[config.mk]
export PLATFORM = sky130hd
export DESIGN_NAME = keypad_matrix_scanner
export DESIGN_NICKNAME = d
export VERILOG_FILES = /design/src/rtl/keypad_matrix_scanner.sv
export SDC_FILE = /design/constraint.sdc
export NUM_CORES = 1
export LEC_CHECK = 0
export CAP_MARGIN = 20
export CORE_MARGIN = 10
export CORE_UTILIZATION = 40
export DETAILED_ROUTE_END_ITERATION = 10
export GPL_TIMING_DRIVEN = 1
export SLEW_MARGIN = 5
export SYNTH_ARGS = -nofsm -noshare
export SYNTH_HDL_FRONTEND = slang
export SYNTH_SLANG_ARGS = --single-unit
[constraint.sdc]
create_clock -name clk -period 5.8 [get_ports clk]
set_clock_uncertainty 0.05 [all_clocks]
set_input_delay 1.16 -clock clk [delete_from_list [all_inputs] [get_ports clk]]
set_output_delay 1.16 -clock clk [all_outputs]
set_load 0.005 [all_outputs]
[src/rtl/keypad_matrix_scanner.sv]
// 4x5 matrix keypad scanner: row strobing, 2-flop column sync, scan-level
// debounce of press and release, one key_valid strobe per accepted press.
module keypad_matrix_scanner #(
  parameter int unsigned SCAN_DIV       = 10000,
  parameter int unsigned DEBOUNCE_SCANS = 20
) (
  input  logic       clk,
  input  logic       reset,
  input  logic [4:0] col_n,
  output logic [3:0] row_n,
  output logic [4:0] key_code,
  output logic       key_valid,
  output logic       key_held
);

  localparam int unsigned DIV_W = $clog2(SCAN_DIV);
  localparam int unsigned CNT_W = $clog2(DEBOUNCE_SCANS + 1);
  localparam logic [DIV_W-1:0] DIV_LAST = DIV_W'(SCAN_DIV - 1);
  localparam logic [CNT_W-1:0] CNT_MAX  = CNT_W'(DEBOUNCE_SCANS);
  localparam logic [CNT_W-1:0] CNT_ONE  = CNT_W'(1);

  typedef enum logic [1:0] {IDLE, PRESS_DB, HELD, REL_DB} state_e;

  logic [4:0]       col_meta_q, col_sync_q;
  logic [DIV_W-1:0] div_q, div_d;
  logic [1:0]       row_idx_q, row_idx_d;
  logic [3:0]       row_n_q, row_n_d;
  logic [1:0]       acc_cnt_q, acc_cnt_d;
  logic [4:0]       acc_code_q, acc_code_d;
  state_e           state_q, state_d;
  logic [4:0]       cand_q, cand_d;
  logic [CNT_W-1:0] cnt_q, cnt_d;
  logic [4:0]       key_code_q, key_code_d;
  logic             key_valid_q, key_valid_d;
  logic             key_held_q, key_held_d;

  logic [4:0]       row_hits;
  logic [1:0]       hit_n;
  logic [2:0]       hit_col;
  logic [2:0]       hit_sum;
  logic [1:0]       scan_cnt;
  logic [4:0]       scan_code;
  logic             sample, scan_done;

  // Row timing plus running contact count/code across the rows of one scan.
  // Contact count saturates at 2, which is all MULTI detection needs.
  always_comb begin
    row_hits = ~col_sync_q;
    hit_n    = 2'd0;
    hit_col  = 3'd0;
    for (int i = 0; i < 5; i++) begin
      if (row_hits[i] && (hit_n != 2'd2)) hit_n = hit_n + 2'd1;
    end
    for (int i = 4; i >= 0; i--) begin
      if (row_hits[i]) hit_col = 3'(i);
    end
    hit_sum   = 3'(acc_cnt_q) + 3'(hit_n);
    scan_cnt  = (hit_sum >= 3'd2) ? 2'd2 : hit_sum[1:0];
    scan_code = (hit_n == 2'd1) ? (5'(row_idx_q) * 5'd5 + 5'(hit_col)) : acc_code_q;
    sample    = (div_q == DIV_LAST);
    scan_done = sample && (row_idx_q == 2'd3);

    div_d      = sample ? '0 : div_q + DIV_W'(1);
    row_idx_d  = row_idx_q;
    row_n_d    = row_n_q;
    acc_cnt_d  = acc_cnt_q;
    acc_code_d = acc_code_q;
    if (sample) begin
      row_idx_d = row_idx_q + 2'd1;
      row_n_d   = {row_n_q[2:0], row_n_q[3]};
      if (scan_done) begin
        acc_cnt_d  = 2'd0;
        acc_code_d = 5'd0;
      end else begin
        acc_cnt_d  = scan_cnt;
        acc_code_d = scan_code;
      end
    end
  end

  logic [CNT_W-1:0] cnt_inc, new_cnt;
  logic             scan_single, scan_none;

  // Debounce FSM, stepped only on the scan-complete cycle.
  always_comb begin
    state_d     = state_q;
    cand_d      = cand_q;
    cnt_d       = cnt_q;
    key_code_d  = key_code_q;
    key_valid_d = 1'b0;
    key_held_d  = key_held_q;
    cnt_inc     = (cnt_q == CNT_MAX) ? cnt_q : cnt_q + CNT_ONE;
    new_cnt     = CNT_ONE;
    scan_single = (scan_cnt == 2'd1);
    scan_none   = (scan_cnt == 2'd0);

    if (scan_done) begin
      case (state_q)
        IDLE, PRESS_DB: begin
          if (scan_single) begin
            new_cnt = ((state_q == PRESS_DB) && (scan_code == cand_q)) ? cnt_inc : CNT_ONE;
            cand_d  = scan_code;
            cnt_d   = new_cnt;
            if (new_cnt >= CNT_MAX) begin
              key_code_d  = scan_code;
              key_valid_d = 1'b1;
              key_held_d  = 1'b1;
              state_d     = HELD;
            end else begin
              state_d = PRESS_DB;
            end
          end else begin
            state_d = IDLE;
          end
        end
        HELD: begin
          if (scan_none) begin
            cnt_d = CNT_ONE;
            if (CNT_ONE >= CNT_MAX) begin
              key_held_d = 1'b0;
              state_d    = IDLE;
            end else begin
              state_d = REL_DB;
            end
          end
        end
        REL_DB: begin
          if (scan_none) begin
            cnt_d = cnt_inc;
            if (cnt_inc >= CNT_MAX) begin
              key_held_d = 1'b0;
              state_d    = IDLE;
            end
          end else begin
            state_d = HELD;
          end
        end
        default: state_d = IDLE;
      endcase
    end
  end

  always_ff @(posedge clk) begin
    if (reset) begin
      col_meta_q  <= 5'h1F;
      col_sync_q  <= 5'h1F;
      div_q       <= '0;
      row_idx_q   <= 2'd0;
      row_n_q     <= 4'b1110;
      acc_cnt_q   <= 2'd0;
      acc_code_q  <= 5'd0;
      state_q     <= IDLE;
      cand_q      <= 5'd0;
      cnt_q       <= '0;
      key_code_q  <= 5'd0;
      key_valid_q <= 1'b0;
      key_held_q  <= 1'b0;
    end else begin
      col_meta_q  <= col_n;
      col_sync_q  <= col_meta_q;
      div_q       <= div_d;
      row_idx_q   <= row_idx_d;
      row_n_q     <= row_n_d;
      acc_cnt_q   <= acc_cnt_d;
      acc_code_q  <= acc_code_d;
      state_q     <= state_d;
      cand_q      <= cand_d;
      cnt_q       <= cnt_d;
      key_code_q  <= key_code_d;
      key_valid_q <= key_valid_d;
      key_held_q  <= key_held_d;
    end
  end

  assign row_n     = row_n_q;
  assign key_code  = key_code_q;
  assign key_valid = key_valid_q;
  assign key_held  = key_held_q;

endmodule

==> metrics.md <==
| Metric | Value |
|---|---|
| Die height | 106.7 um |
| H-Tree Depth | 2 |
| Pwr dens | 214.2 mW/mm^2 |
| Maximum clock path buffer count | 2 |
| Share of cells above drive strength 1 | 0.1016 |
| Final Max Slew Viols | 0 |
| Hold Violations, Final | 0 |
| CTS tree | yes |
| Post-Syn Area per Cell | 8.661 sq um |
| Clock-pin slew on the worst setup and hold paths | 0.10 ns |
| Die ar. | 0.01138 sq mm |
| Synth cell types | 56 |
| Ranking of synthesized cells by area | dfxtp_1 37%, ha_1 6.7%, nor2_1 5.2% |
| Hold_ws | 0.3670 ns |
| Total wire length | 6016 um |
| Unrepaired setup endpoints after global routing | no |
| Slew @ Worst Pin | 0.7978 ns |
| Pleak | 1.318 nW |
| Area added between synthesis and finish | 12.49% |
| Largest net degree at the start of global routing | 46 |
| Predominant post-synthesis flop cell | dfxtp_1 |
| Crit Path Class | register to register |
| Total global-route track usage | 0.1105 |
| Initial antenna violation count | 0 |
| Crit path DAT | 5.16 ns |
| Boundary Pins | 18 |
| # nets final | 388 |
| Post-DP HPWL | 4379 um |
| CP Capture Type | register |
| Cell accounting for the most synthesized area | dfxtp_1 |
| Resized Gates After CTS | 0 |
| CP Data Required Time | 5.95 ns |
| Pre-CTS WS | 0.8762 ns |
| Max-cap violations | 0 |
| Initial DRC count | 110 |
| Clock net sink count | 56 |
| GRT overflow | 0 |
| Critical path fanouts, max | 7 |
| Total CTS buffers | 5 |
| CP Launch Type | register |
| Fin crit period | 5.003 ns |
| Final-report setup violation count | 0 |
| Initial Utilization | 0.4121 |
| Worst IR Drop VDD | 0.1178 mV |
| Die Wd | 106.7 um |
| #FFs+latches synth | 56 |
| Post-synthesis sequential area ratio | 0.3730 |
| Port bufs | 17 |
| Setup Buffers After CTS | 0 |
| Status | completed |
| Commonest non-fill, non-tap cells in the layout | 56 x dfxtp_1, 42 x nor2_1, 41 x nand2_1, 21 x a21oi_1, 17 x clkdlybuf4s50_1 |
| Ant diodes | 0 |
| Post-Syn Nets | 372 |
| Insertion delay to the later sink of the worst-skew pair | 0.31 ns |
| Final Cycle Share | 0.8626 |
| Syn Inst Count | 347 |
| Reg2reg setup slack | 0.80 ns |
| Root Buffer | clkbuf_8 |
| Fmax | 199.9 MHz |
| Async S/R FF share, synth | 0 |
| DR vias | 2387 |
| Hold buffer count at cts | 0 |
| Setup TNS | 0 ns |
| Synth Warn # | 0 |
| Drt pass-1 iters | 4 |
| HP Class | register to register |
| Setup WS post-layout | 0.7967 ns |
| DR DRC count | 0 |
| Final ANT Viol Nets | 0 |
| Post-synth top area share | 0.3730 |
| Worst slew margin | 0.4597 |
| Commonest non-fill, non-tap cell in the layout | dfxtp_1 |
| First-pass GRT wire length | 10700 um |
| Vias in the first global route | 2279 |
| Synth Cell Area | 0.003005 sq mm |
| WL per Instance | 12.99 um |
| Row count | 31 |
| Routability congestion estimate from global placement | 0.8498 |
| Via density | 5.156 |
| Core Region | 0.007292 sq mm |
| Post-synth EDFFs | 0 |
==> critical path, stage by stage (launching register included) <==
cell and delay (ns):
dfxtp_1 0.36, inv_1 0.09, ha_1 0.26, nor2_4 0.15
xnor2_1 0.15, ha_1 0.23, nor2_1 0.25, and2_1 0.24
o21ba_2 0.20, ha_1 0.19, nor2_1 0.36, xnor2_1 0.18
ha_1 0.16, inv_1 0.04, fa_1 0.47, and2_1 0.25
nand3_2 0.17, nor3b_4 0.43, nand4_2 0.34, mux2i_1 0.24
nor2_1 0.05
==> final cells by class <==
type                       count  area, sq um
multi-input combinational    270         1805
tap                           99        123.9
clock inverter                 2        35.03
clock buffer                   6        72.57
fill                         739         3911
timing repair buffer          18        177.7
sequential                    56         1121
inverter                      12        45.04
==> cells in the mapped netlist, drive strengths merged, types with 3 or more instances <==
library cell and number:
or2 12, xnor2 11, nand3 15, a31oi 3, nand2b 5, clkbuf 7
mux2i 10, nor2b 15, nor3 3, nor2 44, a211oi 4, nor4 4
dfxtp 56, xor2 6, o21ai 8, a21oi 21, nand3b 6, nand2 42
o211ai 5, inv 12, ha 16, or4 3, o22ai 3, and2 3
nand4 7
==> report_power, final <==
part	switching (mW)	internal, mW
Combinational	0.0440	0.0322
Sequential	0.00342	0.389
Clock	0.127	0.128
==> metrics by stage <==
step | instances | area [sq um] | utilization | power (mW)
final | 463 | 3381 | 0.4636 | 0.7242
after CTS | 463 | 3381 | 0.4636 | 0.7318
after floorplan | 347 | 3005 | - | 0.4601
after detailed placement | 455 | 3273 | 0.4489 | 0.4775
after global routing | 463 | 3381 | 0.4636 | 0.7555
after global placement | 455 | 3273 | 0.4489 | 0.4761
==> kinds of logic (layout without fill, tap and decap cells) <==
group / Yosys count / in the layout / synth area share
xor gates and xnor gates: 18 / 18 / 0.05745
buffers and inverters: 21 / 38 / 0.02623
AOI/OAI and AO/OA: 56 / 56 / 0.1287
DFF: 56 / 56 / 0.3730
muxes: 10 / 10 / 0.03331
and+or+nand+nor: 168 / 168 / 0.3014
adders and majority gates: 18 / 18 / 0.07993
==> path summary, 6_finish.rpt <==
| check | depth (start not counted) | endpoint | start |
|---|---|---|---|
| max reg2reg | 20 | key_code[2]$_SDFFE_PP0P_ | col_sync_q[0]$_SDFF_PP1_ |
| min reg2reg | 1 | col_sync_q[3]$_SDFF_PP1_ | col_meta_q[3]$_SDFF_PP1_ |
| max | 20 | key_code[2]$_SDFFE_PP0P_ | col_sync_q[0]$_SDFF_PP1_ |
| min | 1 | col_sync_q[3]$_SDFF_PP1_ | col_meta_q[3]$_SDFF_PP1_ |
==> flip-flops by register name, indices dropped and copies added, names as in the netlist, 4 cells and up <==
register    flops
col_sync_q      5
cnt_q           5
div_q          14
key_code        5
row_n           4
col_meta_q      5
acc_code_q      5
cand_q          5
==> layer usage <==
layer  global-route usage  wire length, um  vias to the layer above
li1                     -                -                     1238
met2               0.1848             2862                       35
met3              0.02575              192                       10
met5                    0                0                        -
met1               0.1358             2850                     1104
met4              0.03868              110                        0
No activity file was read; power rests on OpenSTA's default activity.
